--- config.mk ---
export PLATFORM = sky130hd
export DESIGN_NAME = seven_segment_reader
export DESIGN_NICKNAME = d
export VERILOG_FILES = /design/src/rtl/seven_segment_pkg.sv /design/src/rtl/seven_segment_inverse.sv /design/src/rtl/seven_segment_reader.sv
export SDC_FILE = /design/constraint.sdc
export NUM_CORES = 1
export LEC_CHECK = 0
export CORE_ASPECT_RATIO = 1.5
export CORE_MARGIN = 2
export CORE_UTILIZATION = 40
export DETAILED_ROUTE_END_ITERATION = 6
export PLACE_DENSITY = 0.7
export SLEW_MARGIN = 20
export SYNTH_ARGS = -nofsm -noshare
export SYNTH_HDL_FRONTEND = slang
export SYNTH_SLANG_ARGS = --single-unit
export TNS_END_PERCENT = 20
--- constraint.sdc ---
create_clock -name clk -period 3.22 [get_ports clk]
set_input_delay 0.644 -clock clk [delete_from_list [all_inputs] [get_ports clk]]
set_output_delay 0.644 -clock clk [all_outputs]
set_load 0.1 [all_outputs]
--- src/rtl/seven_segment_pkg.sv ---
// Segment glyph constants shared with the encoder side; bit 6 = segment a down to bit 0 = segment g.
package seven_segment_pkg;

  localparam logic [6:0] SEG_0     = 7'h7E;
  localparam logic [6:0] SEG_1     = 7'h30;
  localparam logic [6:0] SEG_2     = 7'h6D;
  localparam logic [6:0] SEG_3     = 7'h79;
  localparam logic [6:0] SEG_4     = 7'h33;
  localparam logic [6:0] SEG_5     = 7'h5B;
  localparam logic [6:0] SEG_6     = 7'h5F;
  localparam logic [6:0] SEG_7     = 7'h70;
  localparam logic [6:0] SEG_8     = 7'h7F;
  localparam logic [6:0] SEG_9     = 7'h7B;
  localparam logic [6:0] SEG_A     = 7'h77;
  localparam logic [6:0] SEG_B     = 7'h1F;
  localparam logic [6:0] SEG_C     = 7'h0D;
  localparam logic [6:0] SEG_D     = 7'h3D;
  localparam logic [6:0] SEG_E     = 7'h4F;
  localparam logic [6:0] SEG_F     = 7'h47;
  localparam logic [6:0] SEG_BLANK = 7'h00;

endpackage

--- src/rtl/seven_segment_inverse.sv ---
// Segment pattern to nibble decoder, exact glyph match only.
// Latency: combinational; backpressure: none.
import seven_segment_pkg::*;

module seven_segment_inverse (
  input  logic [6:0] seg,
  output logic       hit,
  output logic       blank,
  output logic [3:0] nibble
);

  always_comb begin
    hit    = 1'b1;
    nibble = 4'h0;
    case (seg)
      SEG_0:   nibble = 4'h0;
      SEG_1:   nibble = 4'h1;
      SEG_2:   nibble = 4'h2;
      SEG_3:   nibble = 4'h3;
      SEG_4:   nibble = 4'h4;
      SEG_5:   nibble = 4'h5;
      SEG_6:   nibble = 4'h6;
      SEG_7:   nibble = 4'h7;
      SEG_8:   nibble = 4'h8;
      SEG_9:   nibble = 4'h9;
      SEG_A:   nibble = 4'hA;
      SEG_B:   nibble = 4'hB;
      SEG_C:   nibble = 4'hC;
      SEG_D:   nibble = 4'hD;
      SEG_E:   nibble = 4'hE;
      SEG_F:   nibble = 4'hF;
      default: hit    = 1'b0;
    endcase
  end

  assign blank = (seg == SEG_BLANK);

endmodule

--- src/rtl/seven_segment_reader.sv ---
// Recovers per-digit nibbles from a multiplexed seven-segment bus, with frame and error strobes.
// Latency: outputs update STABLE_CYCLES edges after a new bus value is first sampled; backpressure: none.
import seven_segment_pkg::*;

module seven_segment_reader #(
  parameter int NUM_DIGITS    = 4,
  parameter int STABLE_CYCLES = 8
) (
  input  logic                    clk,
  input  logic                    rst,
  input  logic [6:0]              seg_in,
  input  logic [NUM_DIGITS-1:0]   an_in,
  output logic [4*NUM_DIGITS-1:0] value,
  output logic [NUM_DIGITS-1:0]   digit_valid,
  output logic                    frame_valid,
  output logic                    err
);

  localparam int CNT_W = $clog2(STABLE_CYCLES + 1);
  localparam int IDX_W = (NUM_DIGITS > 1) ? $clog2(NUM_DIGITS) : 1;

  logic [6:0]              s_seg_q, s_seg_d;
  logic [NUM_DIGITS-1:0]   s_an_q, s_an_d;
  logic [CNT_W-1:0]        cnt_q, cnt_d;
  logic [4*NUM_DIGITS-1:0] value_q, value_d;
  logic [NUM_DIGITS-1:0]   digit_valid_q, digit_valid_d;
  logic [NUM_DIGITS-1:0]   seen_q, seen_d;
  logic                    frame_q, frame_d;
  logic                    err_q, err_d;

  logic                    same;
  logic                    capture;
  logic                    an_onehot;
  logic [IDX_W-1:0]        digit_idx;
  logic [NUM_DIGITS-1:0]   seen_next;
  logic                    glyph_hit;
  logic                    glyph_blank;
  logic [3:0]              glyph_nibble;

  seven_segment_inverse u_inverse (
    .seg    (s_seg_q),
    .hit    (glyph_hit),
    .blank  (glyph_blank),
    .nibble (glyph_nibble)
  );

  assign same      = ({seg_in, an_in} == {s_seg_q, s_an_q});
  assign capture   = same && (cnt_q == CNT_W'(STABLE_CYCLES - 1));
  assign an_onehot = (s_an_q != '0) && ((s_an_q & (s_an_q - NUM_DIGITS'(1))) == '0);

  always_comb begin
    digit_idx = '0;
    for (int i = 0; i < NUM_DIGITS; i++) begin
      if (s_an_q[i]) digit_idx = IDX_W'(i);
    end
  end

  always_comb begin
    s_seg_d       = seg_in;
    s_an_d        = an_in;
    cnt_d         = cnt_q;
    value_d       = value_q;
    digit_valid_d = digit_valid_q;
    seen_d        = seen_q;
    seen_next     = seen_q;
    frame_d       = 1'b0;
    err_d         = 1'b0;

    // Saturation at STABLE_CYCLES is what blocks a second capture of a held value.
    if (!same) begin
      cnt_d = '0;
    end else if (cnt_q != CNT_W'(STABLE_CYCLES)) begin
      cnt_d = cnt_q + CNT_W'(1);
    end

    if (capture && an_onehot) begin
      seen_next[digit_idx] = 1'b1;
      if (glyph_hit) begin
        value_d[4*digit_idx +: 4]  = glyph_nibble;
        digit_valid_d[digit_idx]   = 1'b1;
      end else begin
        digit_valid_d[digit_idx]   = 1'b0;
        err_d                      = !glyph_blank;
      end
      if (&seen_next) begin
        frame_d = 1'b1;
        seen_d  = '0;
      end else begin
        seen_d  = seen_next;
      end
    end
  end

  always_ff @(posedge clk) begin
    if (rst) begin
      s_seg_q       <= '0;
      s_an_q        <= '0;
      cnt_q         <= '0;
      value_q       <= '0;
      digit_valid_q <= '0;
      seen_q        <= '0;
      frame_q       <= 1'b0;
      err_q         <= 1'b0;
    end else begin
      s_seg_q       <= s_seg_d;
      s_an_q        <= s_an_d;
      cnt_q         <= cnt_d;
      value_q       <= value_d;
      digit_valid_q <= digit_valid_d;
      seen_q        <= seen_d;
      frame_q       <= frame_d;
      err_q         <= err_d;
    end
  end

  assign value       = value_q;
  assign digit_valid = digit_valid_q;
  assign frame_valid = frame_q;
  assign err         = err_q;

endmodule

==> results.md, run 1 <==
- The mean routed wirelength per cell is 13.41 microns.
- The complex-gate fraction of the synthesized area is 0.1977.
- The critical path goes through clkdlybuf4s50_1 > xor2_1 > nor4_1 > o2111ai_1 > nor3_1 > nor3b_1 > a211oi_2.
- In this run the tool buffered the top-level ports with 34 buffer cells.
- The buffer and inverter count on the worst path is 1.
- The arrival time at the worst endpoint is 2.74 ns.
- The standby leakage power is 1.022 nW.
- Row generation in the floorplan step produced 33 rows.
- The net switching power is 0.2560 mW.
- The count of nets left with antenna violations once routing finished came out at 0.
- The H-tree was split into 2 levels.
- The final count of pins violating max slew is 0.
- For this run, the number of Yosys warnings is 0.
- The number of library cell types mapped by synthesis is 50.
- Max-cap violations in this run came to 0.
- The worst clock skew is 0.008902 ns.
- The total count of hold-check failures in the final report is 0.
- TritonCTS built the clock tree.
- In this run the vertical extent of the chip is 95 microns.
- Dividing total power by cell area gives a power density of 400.6 nW/um^2.
- The die covers 6144 sq um.
- The first global-routing pass estimated 7886 microns of wire.
- The cell area that synthesis handed to floorplanning was 2208 sq um.
- At the end of routability-driven placement, the weighted congestion stood at 0.8831.
- At the pin with the least slew margin, the transition time is 0.6143 ns.
- The detailed placement HPWL is 3452 microns.
- The worst register-to-register path has a depth of 6.
- The final global-route overflow total is 0.
- Of all flip-flops after synthesis, the portion carrying an async set or reset was 0.
- The most used flip-flop cell after synthesis is sky130_fd_sc_hd__dfxtp_1.
- After synthesis, the largest family of logic cells by area is simple AND/OR/NAND/NOR gates.
- The largest individual stage delay along the critical path comes from the cell sky130_fd_sc_hd__clkdlybuf4s50_1.
- The post-cts repair resize count is 0.
- Of the total power, the clock network draws 0.395.
- In the routed layout, each cell is associated on average with a via count of 5.459.
- Setup repair after global routing left no endpoint under its margin.
- The placed instances occupy a cell area of 2507 sq um.
- The total negative slack for setup checks is 0 ns.
- The area share of fa/ha/maj cells after synthesis is 0.05666.
- The run finished with clean final reports.
- Measured against its own limit, the worst slew margin works out to 0.5900.
- The clock net sink count is 41.
- After clock tree synthesis, the flow added hold-fix buffers numbering 0.
- Counting the buffers created by CTS gives 5.
- The count of flip-flops with a built-in enable after synthesis is 0.
- The post-route clock period utilization is 0.7827.
- The type of element launching the critical path is an input port.
- The critical path depth in cells is 7.
- The average footprint of a synthesized cell is 9.318 sq um.
- The cell at the root of the clock tree is sky130_fd_sc_hd__clkbuf_8.
- The number of vias after detailed routing is 1,845.
- The post-CTS setup-driven buffer insertion count is 0.
- The number of antenna violations at the first check in global routing is 0.
- The xor-xnor portion of the synthesized cell area is 0.05552.
- The number of synthesized register bits is 41.
- After filler insertion, the fill cell instance count of the layout stands at 530.
- The type of the setup path with the least slack is in -> reg.
- The switching portion of total power is 0.2437.
- The clock latency reported for the late side of the worst-skew pair is 0.30 ns.
- The basic-gate share of the synthesized area counting and, or, nand and nor cells is 0.2550.
- For this block, the routed nets add up to 4534 microns of wire.
- The total nets after synthesis is 260.
- The maximum root-to-sink buffer count is 2.
- The share of total power dissipated in sequential elements is 0.507.
- The initial utilization of the core area, before any placement, comes to 0.4083.
- Derived from the worst setup path, the maximum achievable clock frequency is 396.8 MHz.
- For this run, the total global-route usage over all layers was measured as 0.1648.
- The region available for standard cell placement spans 5409 sq um.
- The share of cell area taken by muxes after synthesis is 0.004533.
- The category of cells accounting for the largest share of critical-path delay is simple AND/OR/NAND/NOR gates.
- The worst path in the final design needs a cycle of 2.520 ns, including I/O delays and setup.
- The internal power of the cells totals 0.7946 mW.
- The data required time at the worst endpoint is 3.44 ns.
- Entering global routing, the biggest net connects 22 pins.
- The number of antenna diodes in the final layout is 0.
- The iteration count of the initial detailed-routing pass is 4.
- Along the worst hold path, the cell count comes to 1.
- The min-delay analysis places its worst path in the category reg -> reg.
- Synthesis handed over a netlist of 237 instances.
- Of the synthesized area, sequential elements account for 0.3717.
- Setup violations remaining at the end of the flow were counted as 0.
- During I/O placement, the number of pins put on the boundary was 35.
- The count of routing violations after the opening detailed-route iteration is 49.
- Of the cells placed in the final design, the portion with a size suffix greater than 1 is 0.1679.
- Measured along the x axis, the die boundary spans 64.67 microns.
- The worst-case IR drop observed on VDD is 0.0002859 V.
- Of all nets on the critical path, the largest fanout is 8.
- The critical path capture point type is a register.
- The peak per-stage delay on the critical path is 0.43 ns.
- The number of global-route vias before repair is 1,778.
- The combinational power share is 0.098.
- The residual DRC count is 0.
- The register clock-pin slew on the reported worst setup and hold paths is 0.09 ns.
- Relative to the synthesized area, the layout overhead comes to 18.75%.
- The number of nets in the finished design is 290.
- Once layout is done, the placed cells without fillers occupy 2623 sq um.
==> Yosys cell counts (all sizes together), types with 2 or more instances <==
| master | number | area (sq um) |
|---|---|---|
| a211oi | 3 | 27.52 |
| or2 | 6 | 37.54 |
| nor3 | 5 | 25.02 |
| nor4b | 4 | 35.03 |
| xor2 | 12 | 105.1 |
| nor3b | 2 | 15.01 |
| a22o | 12 | 105.1 |
| or4b | 2 | 20.02 |
| xnor2 | 2 | 17.52 |
| o22ai | 4 | 25.02 |
| inv | 11 | 41.29 |
| clkbuf | 2 | 7.510 |
| nand4 | 4 | 40.04 |
| a31o | 2 | 17.52 |
| nand3b | 6 | 57.56 |
| dfxtp | 41 | 820.8 |
| a21oi | 17 | 85.08 |
| buf | 11 | 81.32 |
| nand2b | 5 | 31.28 |
| o211ai | 2 | 15.01 |
| o21ai | 5 | 25.02 |
| a31oi | 4 | 50.05 |
| nor2b | 16 | 100.1 |
| ha | 10 | 125.1 |
| a311oi | 5 | 43.79 |
| nor4 | 7 | 43.79 |
| nor2 | 12 | 45.04 |
| nand3 | 3 | 15.01 |
| and3 | 4 | 25.02 |
| nand2 | 7 | 26.28 |
==> metal layers <==
| metal | up-vias | part of all wire | routed length (microns) | track usage |
|---|---|---|---|---|
| li1 | 922 | - | - | - |
| met1 | 875 | 0.43 | 1933 | 0.1777 |
| met2 | 37 | 0.51 | 2333 | 0.3064 |
| met3 | 11 | 0.032 | 143 | 0.03576 |
| met4 | 0 | 0.027 | 123 | 0.06915 |
| met5 | - | 0 | 0 | 0 |
==> cell type report <==
class,instances,area (sq um),share of cell area
timing repair buffer,36,300.3,0.1145
clock buffer,5,68.82,0.02624
sequential,41,820.8,0.3130
inverter,11,41.29,0.01574
tap,70,87.58,0.03340
multi-input combinational,172,1257,0.4795
clock inverter,3,46.29,0.01765
==> stage by stage <==
stage	setup WS, ns	hold slack [ns]	cells	utilization	power (mW)
2_1_floorplan	1.182	0.4588	237	-	0.6158
3_3_place_gp	0.4791	0.4653	330	0.4636	0.6454
3_5_place_dp	0.4551	0.4698	330	0.4636	0.6463
4_1_cts	0.7607	0.4906	338	0.4848	1.059
5_1_grt	0.5878	0.5147	338	0.4848	1.095
6_report	0.6996	0.4832	338	0.4848	1.051
==> sequential cells by signal (all words and copies together), names as in the netlist, named ones only <==
signal / cells
frame_valid: 1
err: 1
seen_q: 4
cnt_q: 4
s_an_q: 4
s_seg_q: 7
value: 16
==> final timing paths <==
check | slack, ns | end | from
worst min-delay path | 0.48 | value[10] | value[10]
worst max-delay path | 0.70 | value[0] | seg_in[3]
worst max register to register | 0.87 | value[0] | s_seg_q[3]
worst min register to register | 0.48 | value[10] | value[10]
==> power groups by stage <==
stage          Combinational (mW)  Clock, mW  Sequential (mW)
2_1_floorplan              0.0847          0            0.531
3_3_place_gp                0.101          0            0.544
3_5_place_dp                0.102          0            0.544
4_1_cts                     0.103      0.424            0.532
5_1_grt                     0.115      0.444            0.535
6_report                    0.103      0.415            0.532
==> layout by cell type (no fill, tap or decap), types with 2 or more instances in the layout <==
cell / Yosys / layout
sky130_fd_sc_hd__a211oi_1: 2 / 2
sky130_fd_sc_hd__a21oi_1: 17 / 17
sky130_fd_sc_hd__a22o_1: 12 / 12
sky130_fd_sc_hd__a311oi_1: 5 / 5
sky130_fd_sc_hd__a31o_2: 2 / 2
sky130_fd_sc_hd__a31oi_2: 4 / 4
sky130_fd_sc_hd__and3_1: 4 / 4
sky130_fd_sc_hd__buf_4: 1 / 24
sky130_fd_sc_hd__clkbuf_8: 0 / 5
sky130_fd_sc_hd__clkdlybuf4s50_1: 0 / 12
sky130_fd_sc_hd__dfxtp_1: 41 / 41
sky130_fd_sc_hd__ha_1: 10 / 10
sky130_fd_sc_hd__inv_1: 11 / 11
sky130_fd_sc_hd__nand2_1: 7 / 7
sky130_fd_sc_hd__nand2b_1: 5 / 5
sky130_fd_sc_hd__nand3_1: 3 / 3
sky130_fd_sc_hd__nand3b_1: 5 / 5
sky130_fd_sc_hd__nand4_1: 3 / 3
sky130_fd_sc_hd__nor2_1: 12 / 12
sky130_fd_sc_hd__nor2b_1: 16 / 16
sky130_fd_sc_hd__nor3_1: 5 / 5
sky130_fd_sc_hd__nor3b_1: 2 / 2
sky130_fd_sc_hd__nor4_1: 7 / 7
sky130_fd_sc_hd__nor4b_1: 4 / 4
sky130_fd_sc_hd__o211ai_1: 2 / 2
sky130_fd_sc_hd__o21ai_0: 3 / 3
sky130_fd_sc_hd__o21ai_1: 2 / 2
sky130_fd_sc_hd__o22ai_1: 4 / 4
sky130_fd_sc_hd__or2_0: 3 / 3
sky130_fd_sc_hd__or2_2: 2 / 2
sky130_fd_sc_hd__or4b_1: 2 / 2
sky130_fd_sc_hd__xnor2_1: 2 / 2
sky130_fd_sc_hd__xor2_1: 12 / 12
==> cells by family after synthesis <==
logic type      Yosys count
fa+ha+maj                10
mux                       1
flops                    41
xor+xnor                 14
compound gates           59
simple gates             88
buf+inv                  24
(Power assumes the default switching activity.)
==> run 2, diff against run 1 <==
==> constraint.sdc (replaced) <==
create_clock -name clk -period 2.42 [get_ports clk]
set_input_delay 0.484 -clock clk [delete_from_list [all_inputs] [get_ports clk]]
set_output_delay 0.484 -clock clk [all_outputs]
set_load 0.1 [all_outputs]
==> run 2 against run 1 <==
Compared with the run above:
- count of clock-buffer cells in the layout is 1 higher
- hold slack worse by 0.0019 ns
- die area stayed put
- critical path depth is 1 higher
- wire length is 1.2% lower
- sequential power is 33% higher
- worst setup slack worse by 0.43 ns
- via count is 0.16% lower
- first-iteration DRC count is 90% higher
- critical path type unchanged
- critical endpoint is now value[5]
- largest cell class unchanged
==> results.md, run 2 (synthesis results as in run 1) <==
- At the end of the flow, the number of nets in the layout was 297.
- The number of flip-flops in the largest register is 16.
- The worst setup path is launched from an input port.
- The longest clock path from root to sink contains 2 buffers.
- The number of setup violations in the final report is 0.
- The share of layout cells above drive strength 1 is 0.1891.
- The final global-route overflow total is 0.
- The total detailed-routing wirelength is 4481 microns.
- Summed over all nets, the half-perimeter wirelength after detailed placement is 3493 microns.
- The floorplan has 33 rows.
- The number of vias after detailed routing is 1,842.
- The mean routed wirelength per cell is 12.99 microns.
- The floorplan step set the die width to 64.67 microns.
- After routing, the total negative slack on setup checks comes to 0 ns.
- The final weighted congestion of routability-driven global placement is 0.9034.
- The design draws 1.315 mW.
- The number of antenna violations at the first check in global routing came to 0.
- The number of cells on the worst reg-to-reg path is 7.
- The total count of hold-check failures in the final report is 0.
- The maximum level of the CTS H-tree is 2.
- The number of global-route vias before repair was 1,748.
- The number of instances on the worst hold path is 1.
- The iteration count of the initial detailed-routing pass is 4.
- Setup repair after global routing left no endpoint under its margin.
- Across every metal layer, demand over resource in global routing totals 0.1635.
- The run finished with clean final reports.
- The worst-case IR drop observed on VDD is 0.0002736 V.
- For the pin with the worst max-slew slack, the measured transition is 0.4799 ns.
- The count of routing violations after the opening detailed-route iteration is 93.
- The maximum number of pins on one net before global-route repair is 26.
- After clock tree synthesis, the repair step resized 0 gates.
- The worst-path maximum fanout is 4.
- Buffers inserted to repair hold after CTS numbered 0.
- At the end of the flow the core is filled with cells to 0.4934.
- For this configuration, the core starts out at a cell density of 0.4083.
- The vias per cell is 5.339.
- The residual DRC count is 0.
- The type of the setup path with the least slack is in -> reg.
- The number of inserted diodes is 0.
- The worst relative slew slack is 0.6796.
- Clock-pin slew was measured on the worst setup and hold paths at 0.08 ns.
- The final count of pins violating max slew came to 0.
- In this run the tool buffered the top-level ports with 34 buffer cells.
- The number of top-level pins is 35.
- The floorplan step defined a die boundary enclosing 6144 sq um.
- TritonCTS built the clock tree.
- Counting I/O delays and the setup requirement, the final critical path takes 2.152 ns.
- The worst clock skew is 0.006203 ns.
- The post-route clock period utilization is 0.8891.
- The standard cell core area is 5409 sq um.
- The maximum clock frequency is 464.8 MHz.
- The library cells used most frequently in the layout, excluding fill and tap cells, are 41 x sky130_fd_sc_hd__dfxtp_1, 30 x sky130_fd_sc_hd__buf_4, 17 x sky130_fd_sc_hd__a21oi_1.
- Across the run, the number of max-cap violations was 0.
- The clock latency reported for the late side of the worst-skew pair is 0.29 ns.
- STA puts the critical path data arrival time at 2.39 ns.
- Clock tree synthesis inserted a total of 5 buffers.
- The standby leakage power is 1.054 nW.
- The chip height is 95 microns.
- The worst setup path is captured at a register.
- Leaving out fill and tap cells, the most frequent cell in the layout is sky130_fd_sc_hd__dfxtp_1.
- Once the clock tree was built, the setup fixing pass inserted 0 buffers.
- For this design the ratio of total power to cell area is 492.9 nW/um^2.
- After detailed placement, the total cell area comes to 2572 sq um.
- The wire length of the first global-routing pass is 7845 microns.
- At the placement stage, the worst setup path has a slack of -0.02338 ns.
- The summed area of non-filler cells in the final layout is 2669 sq um.
- Counting every sink on the clock net gives 41.
- The number of routed nets with antenna violations is 0.
- In the post-route analysis, the smallest setup slack over all paths is 0.2684 ns.
- In this run the worst hold path is classified as reg -> reg.
- The growth of design area from synthesis to finish is 20.85%.
- The cell at the root of the clock tree is sky130_fd_sc_hd__clkbuf_8.
- The data required time at the worst endpoint is 2.66 ns.
==> run 2: worst max-delay path, stage by stage <==
cell and delay [ns]:
sky130_fd_sc_hd__clkdlybuf4s50_1 0.44, sky130_fd_sc_hd__xor2_1 0.17, sky130_fd_sc_hd__nor4_1 0.31, sky130_fd_sc_hd__o2111ai_1 0.26
sky130_fd_sc_hd__buf_4 0.22, sky130_fd_sc_hd__nor2b_1 0.14, sky130_fd_sc_hd__and3_1 0.22, sky130_fd_sc_hd__a22o_1 0.13
==> run 2: path summary, 6_finish.rpt <==
check,endpoint,startpoint,slack [ns]
hold reg to reg,value[15],value[15],0.48
hold / removal,value[15],value[15],0.48
setup / recovery,value[5],seg_in[3],0.27
setup reg to reg,value[5],s_seg_q[3],0.30
==> run 2: area by class of cell <==
class,count,area [sq um]
clock buffers,6,82.58
repair buffers,43,365.4
inverters,11,41.29
flip-flops and latches,41,820.8
multi-input cells,172,1257
fillers,547,2740
clock inverters,2,13.76
well taps,70,87.58
==> run 2: where the power goes <==
part / internal (mW) / switching, mW
clock: 0.231 / 0.237
sequential: 0.684 / 0.0227
combinational: 0.0675 / 0.0735
==> run 2: routing by layer <==
metal	share of wire	track usage	vias to the layer above
met1	0.41	0.1804	862
met5	0	0	-
met3	0.037	0.03456	9
met4	0.021	0.06915	0
met2	0.53	0.2995	38
li1	-	-	933
==> run 2: stage by stage <==
stage / hold slack, ns / instances
global route: 0.4989 / 345
floorplan: 0.4588 / 237
finish: 0.4813 / 345
CTS: 0.4900 / 345
detailed placement: 0.4718 / 337
global placement: 0.4694 / 337
==> run 3, diff against run 2 <==
--- a/config.mk
+++ b/config.mk
@@ -7,11 +7,12 @@
 export LEC_CHECK = 0
 export CORE_ASPECT_RATIO = 1.5
 export CORE_MARGIN = 2
-export CORE_UTILIZATION = 40
+export CORE_UTILIZATION = 54
 export DETAILED_ROUTE_END_ITERATION = 6
-export PLACE_DENSITY = 0.7
+export PLACE_DENSITY = 0.87
 export SLEW_MARGIN = 20
 export SYNTH_ARGS = -nofsm -noshare
 export SYNTH_HDL_FRONTEND = slang
+export SYNTH_HIERARCHICAL = 1
 export SYNTH_SLANG_ARGS = --single-unit
 export TNS_END_PERCENT = 20
==> run 3 against run 2 <==
Compared with the run above:
- sequential power fell by 0.6%
- largest power group unchanged
- highest routed layer unchanged
- clock skew fell by 0.0011 ns
- total power rose by 0.75%
==> results.md, run 3 <==
- The flow ran to the end, and the final reports show no timing, DRC or antenna violations.
- The proportion of netlist area held by the largest area contributor is 0.3436.
- The number of antenna violations at the first check in global routing is 0.
- The tool flagged a number of max-cap violations equal to 0.
- The category of cells accounting for the largest share of critical-path delay is simple AND/OR/NAND/NOR gates.
- For this design the top-level I/O count stands at 35.
- After floorplanning, the core was divided into 29 placement rows.
- Summed over all layers, the routed wires come to 4810 microns.
- The worst-path maximum fanout is 13.
- STA classifies the critical path startpoint as a register.
- The sequential-to-total area share from yosys stat is 0.3436.
- The library cells used most frequently in the layout, excluding fill and tap cells, are 41 x sky130_fd_sc_hd__dfxtp_1, 34 x sky130_fd_sc_hd__o21ai_1, 34 x sky130_fd_sc_hd__buf_4.
- On the final layout, the worst clock skew is 0.005152 ns.
- In the routed design, unresolved DRC markers number 0.
- The total count of hold-check failures in the final report is 0.
- The number of inserted diodes is 0.
- After floorplanning, the core was sized to cover 4245 sq um.
- The count of fill cells added during filler insertion is 378.
- In this run, synthesis inferred 0 flip-flops with an integrated enable.
- The detailed router finished its first iteration with 61 violations.
- In the finished design, the share of the clock period the worst path needs comes to 0.8994.
- Across the VDD grid, the largest voltage drop is 0.0004664 V.
- The number of cells produced by synthesis is 282.
- The number of library cell types mapped by synthesis is 53.
- TritonCTS built the clock tree.
- The utilization of the core after routing is 0.6696.
- The setup check on the worst reg-to-reg path leaves a slack of 0.24 ns.
- After clock tree synthesis, the clock-pin slew on the worst setup and hold paths is 0.07 ns.
- At the end of the flow, the number of nets in the layout was 345.
- The horizontal extent of the die is 58.30 microns.
- The mean routed wirelength per cell is 13.04 microns.
- The floorplan step defined a die boundary enclosing 4982 sq um.
- The min-delay analysis places its worst path in the category reg -> reg.
- In this run the number of H-tree levels came out at 2.
- The critical path crosses 7 cells after its start point.
- The cell type contributing the most total cell area after synthesis is sky130_fd_sc_hd__dfxtp_1.
- The share of flip-flops with an asynchronous set or reset is 0.
- The number of cells on the worst reg-to-reg path is 7.
- After synthesis the cells add up to 2389 sq um.
- The effective utilization at floorplan is 0.5626.
- The detailed route wirelength on metal3 is 181 microns.
- In the global route stage, overall resource usage came out at 0.2085.
- The number of buffers and inverters on the critical path is 0.
- Setup total negative slack on the finished layout was measured at 0 ns.
- The number of global-route vias before repair is 1,941.
- The critical path goes through nand4b_1 > o32ai_1 > a41o_1 > nand3b_1 > nand2_1 > or2_1 > o21ai_1.
- In this run, CTS created clock tree buffers numbering 5.
- The most used flip-flop cell after synthesis is sky130_fd_sc_hd__dfxtp_1.
- The number of vias after detailed routing is 2,050.
- For this run, the slowest stage of the critical path takes 0.59 ns.
- Port buffering added 34 buffers.
- The maximum clock frequency is 459.5 MHz.
- The count of yosys warnings during synthesis is 6.
- The slew at the pin closest to its max-slew limit is 0.4501 ns.
- The final global-route overflow total is 0.
- The shortest period the worst path allows is 2.177 ns.
- The clock latency reported for the late side of the worst-skew pair is 0.29 ns.
- The detailed router put a total of 1985 microns of wire on met1.
- Leaving out fill and tap cells, the most frequent cell in the layout is sky130_fd_sc_hd__dfxtp_1.
- The cell at the root of the clock tree is sky130_fd_sc_hd__clkbuf_8.
- The number of flip-flops in the largest register is 16.
- The final weighted congestion of routability-driven global placement is 0.8721.
- The critical path capture point is value[0].
- The area occupied by registers is 820.8 sq um.
- The number of buffers added to fix hold violations after cts is 0.
- The wire length of the first global-routing pass is 8142 microns.
- The standard cell with the maximum stage delay on the critical path is sky130_fd_sc_hd__dfxtp_1.
- The multi-input combinational cell area is 1431 sq um.
- The tree built by TritonCTS fans out to 41 sinks.
- By instance count, the leading cell after synthesis is sky130_fd_sc_hd__dfxtp_1.
- By area the synthesized netlist is led by sky130_fd_sc_hd__dfxtp_1 34%, sky130_fd_sc_hd__nor2b_1 8.1%, sky130_fd_sc_hd__o21ai_1 7.1%.
- The final count of pins violating max slew is 0.
- Setup violations remaining at the end of the flow were counted as 0.
- The reg-to-reg critical path startpoint is s_seg_q[3].
- The data required time at the worst endpoint is 2.64 ns.
- Relative to the synthesized area, the layout overhead comes to 19.02%.
- The commonest cells after synthesis are 41 x sky130_fd_sc_hd__dfxtp_1, 34 x sky130_fd_sc_hd__o21ai_1, 31 x sky130_fd_sc_hd__nor2b_1.
- The chip height is 85.46 microns.
- The share of layout cells above drive strength 1 is 0.1703.
- The highest metal layer carrying signal wires in the routed design is met4.
- The critical path capture point type is a register.
- The clock passes through at most 2 buffers.
- The iteration count of the initial detailed-routing pass is 4.
- The post-CTS setup-driven buffer insertion count is 0.
- Detailed routing placed a total of 2554 microns of wire on met2.
- The vias per cell is 5.556.
- The critical path is of the reg -> reg type.
- For this design the static power due to leakage is 1.112 nW.
- The detailed placement HPWL is 3568 microns.
- The total nets after synthesis is 305.
- At the worst endpoint, the arrival time is 2.39 ns.
- The maximum number of pins on one net before global-route repair is 30.
- Dividing total power by cell area gives a power density of 466.2 nW/um^2.
- The average footprint of a synthesized cell is 8.470 sq um.
- Synthesis inferred 41 register bits.
- The count of nets left with antenna violations once routing finished came out at 0.
- The capturing point of the worst reg2reg path is value[0].
- Measured against its own limit, the worst slew margin works out to 0.6976.
- The critical path starts at s_seg_q[3].
- Setup repair after global routing left no endpoint under its margin.
- The number of gates resized after CTS was 0.
-- run 3: cells by family after synthesis --
family / Yosys count / synth area share
AND/OR/NAND/NOR: 126 / 0.3133
AO/OA/AOI/OAI: 58 / 0.1503
multiplexers: 5 / 0.02095
adder cells (fa/ha/maj): 10 / 0.05238
buffers and inverters: 25 / 0.05709
XOR/XNOR: 17 / 0.06234
flip-flops: 41 / 0.3436
-- run 3: worst min path at each step --
stage                     end  slack (ns)  depth (start not counted)
floorplan           seen_q[2]        0.44                          1
global placement    seen_q[3]        0.45                          1
detailed placement   register        0.47                          2
CTS                  register        0.49                          2
global route        seen_q[2]        0.51                          1
finish               register        0.48                          2
-- run 3: per-layer routing --
metal | vias to the layer above | global-route usage
li1 | 1045 | -
met1 | 943 | 0.2252
met2 | 54 | 0.3759
met3 | 8 | 0.03811
met4 | 0 | 0.1015
met5 | - | 0
-- run 3: worst register-to-register path: stages, from the launching register on --
cell                       delay [ns]
sky130_fd_sc_hd__dfxtp_1         0.59
sky130_fd_sc_hd__nand4b_1        0.20
sky130_fd_sc_hd__o32ai_1         0.31
sky130_fd_sc_hd__a41o_1          0.15
sky130_fd_sc_hd__nand3b_1        0.23
sky130_fd_sc_hd__nand2_1         0.17
sky130_fd_sc_hd__or2_1           0.30
sky130_fd_sc_hd__o21ai_1         0.15
-- run 3: area by class of cell --
| class | count | area share |
|---|---|---|
| clock buffer | 6 | 0.02905 |
| sequential | 41 | 0.2887 |
| multi-input combinational | 216 | 0.5035 |
| tap | 46 | 0.02025 |
| timing repair buffer | 47 | 0.1391 |
| clock inverter | 2 | 0.004842 |
| inverter | 11 | 0.01452 |
-- run 3: power by group --
group,internal (mW),total (mW),switching [mW],leakage [nW]
Clock,0.231,0.457,0.226,0.0512
Sequential,0.684,0.702,0.0184,0.333
Combinational,0.0743,0.166,0.0914,0.728
Total,0.989,1.33,0.336,1.11
-- run 3: per-stage QoR --
stage / total power [mW] / worst slack (ns) / hold WS, ns / std cells / cell area, sq um
finish: 1.325 / 0.2435 / 0.4839 / 369 / 2843
global route: 1.388 / 0.1194 / 0.5069 / 369 / 2843
CTS: 1.339 / 0.2606 / 0.4881 / 369 / 2843
detailed placement: 0.8824 / 0.05904 / 0.4690 / 361 / 2746
global placement: 0.8783 / 0.08434 / 0.4464 / 361 / 2746
floorplan: 0.8306 / 0.6156 / 0.4407 / 282 / 2389
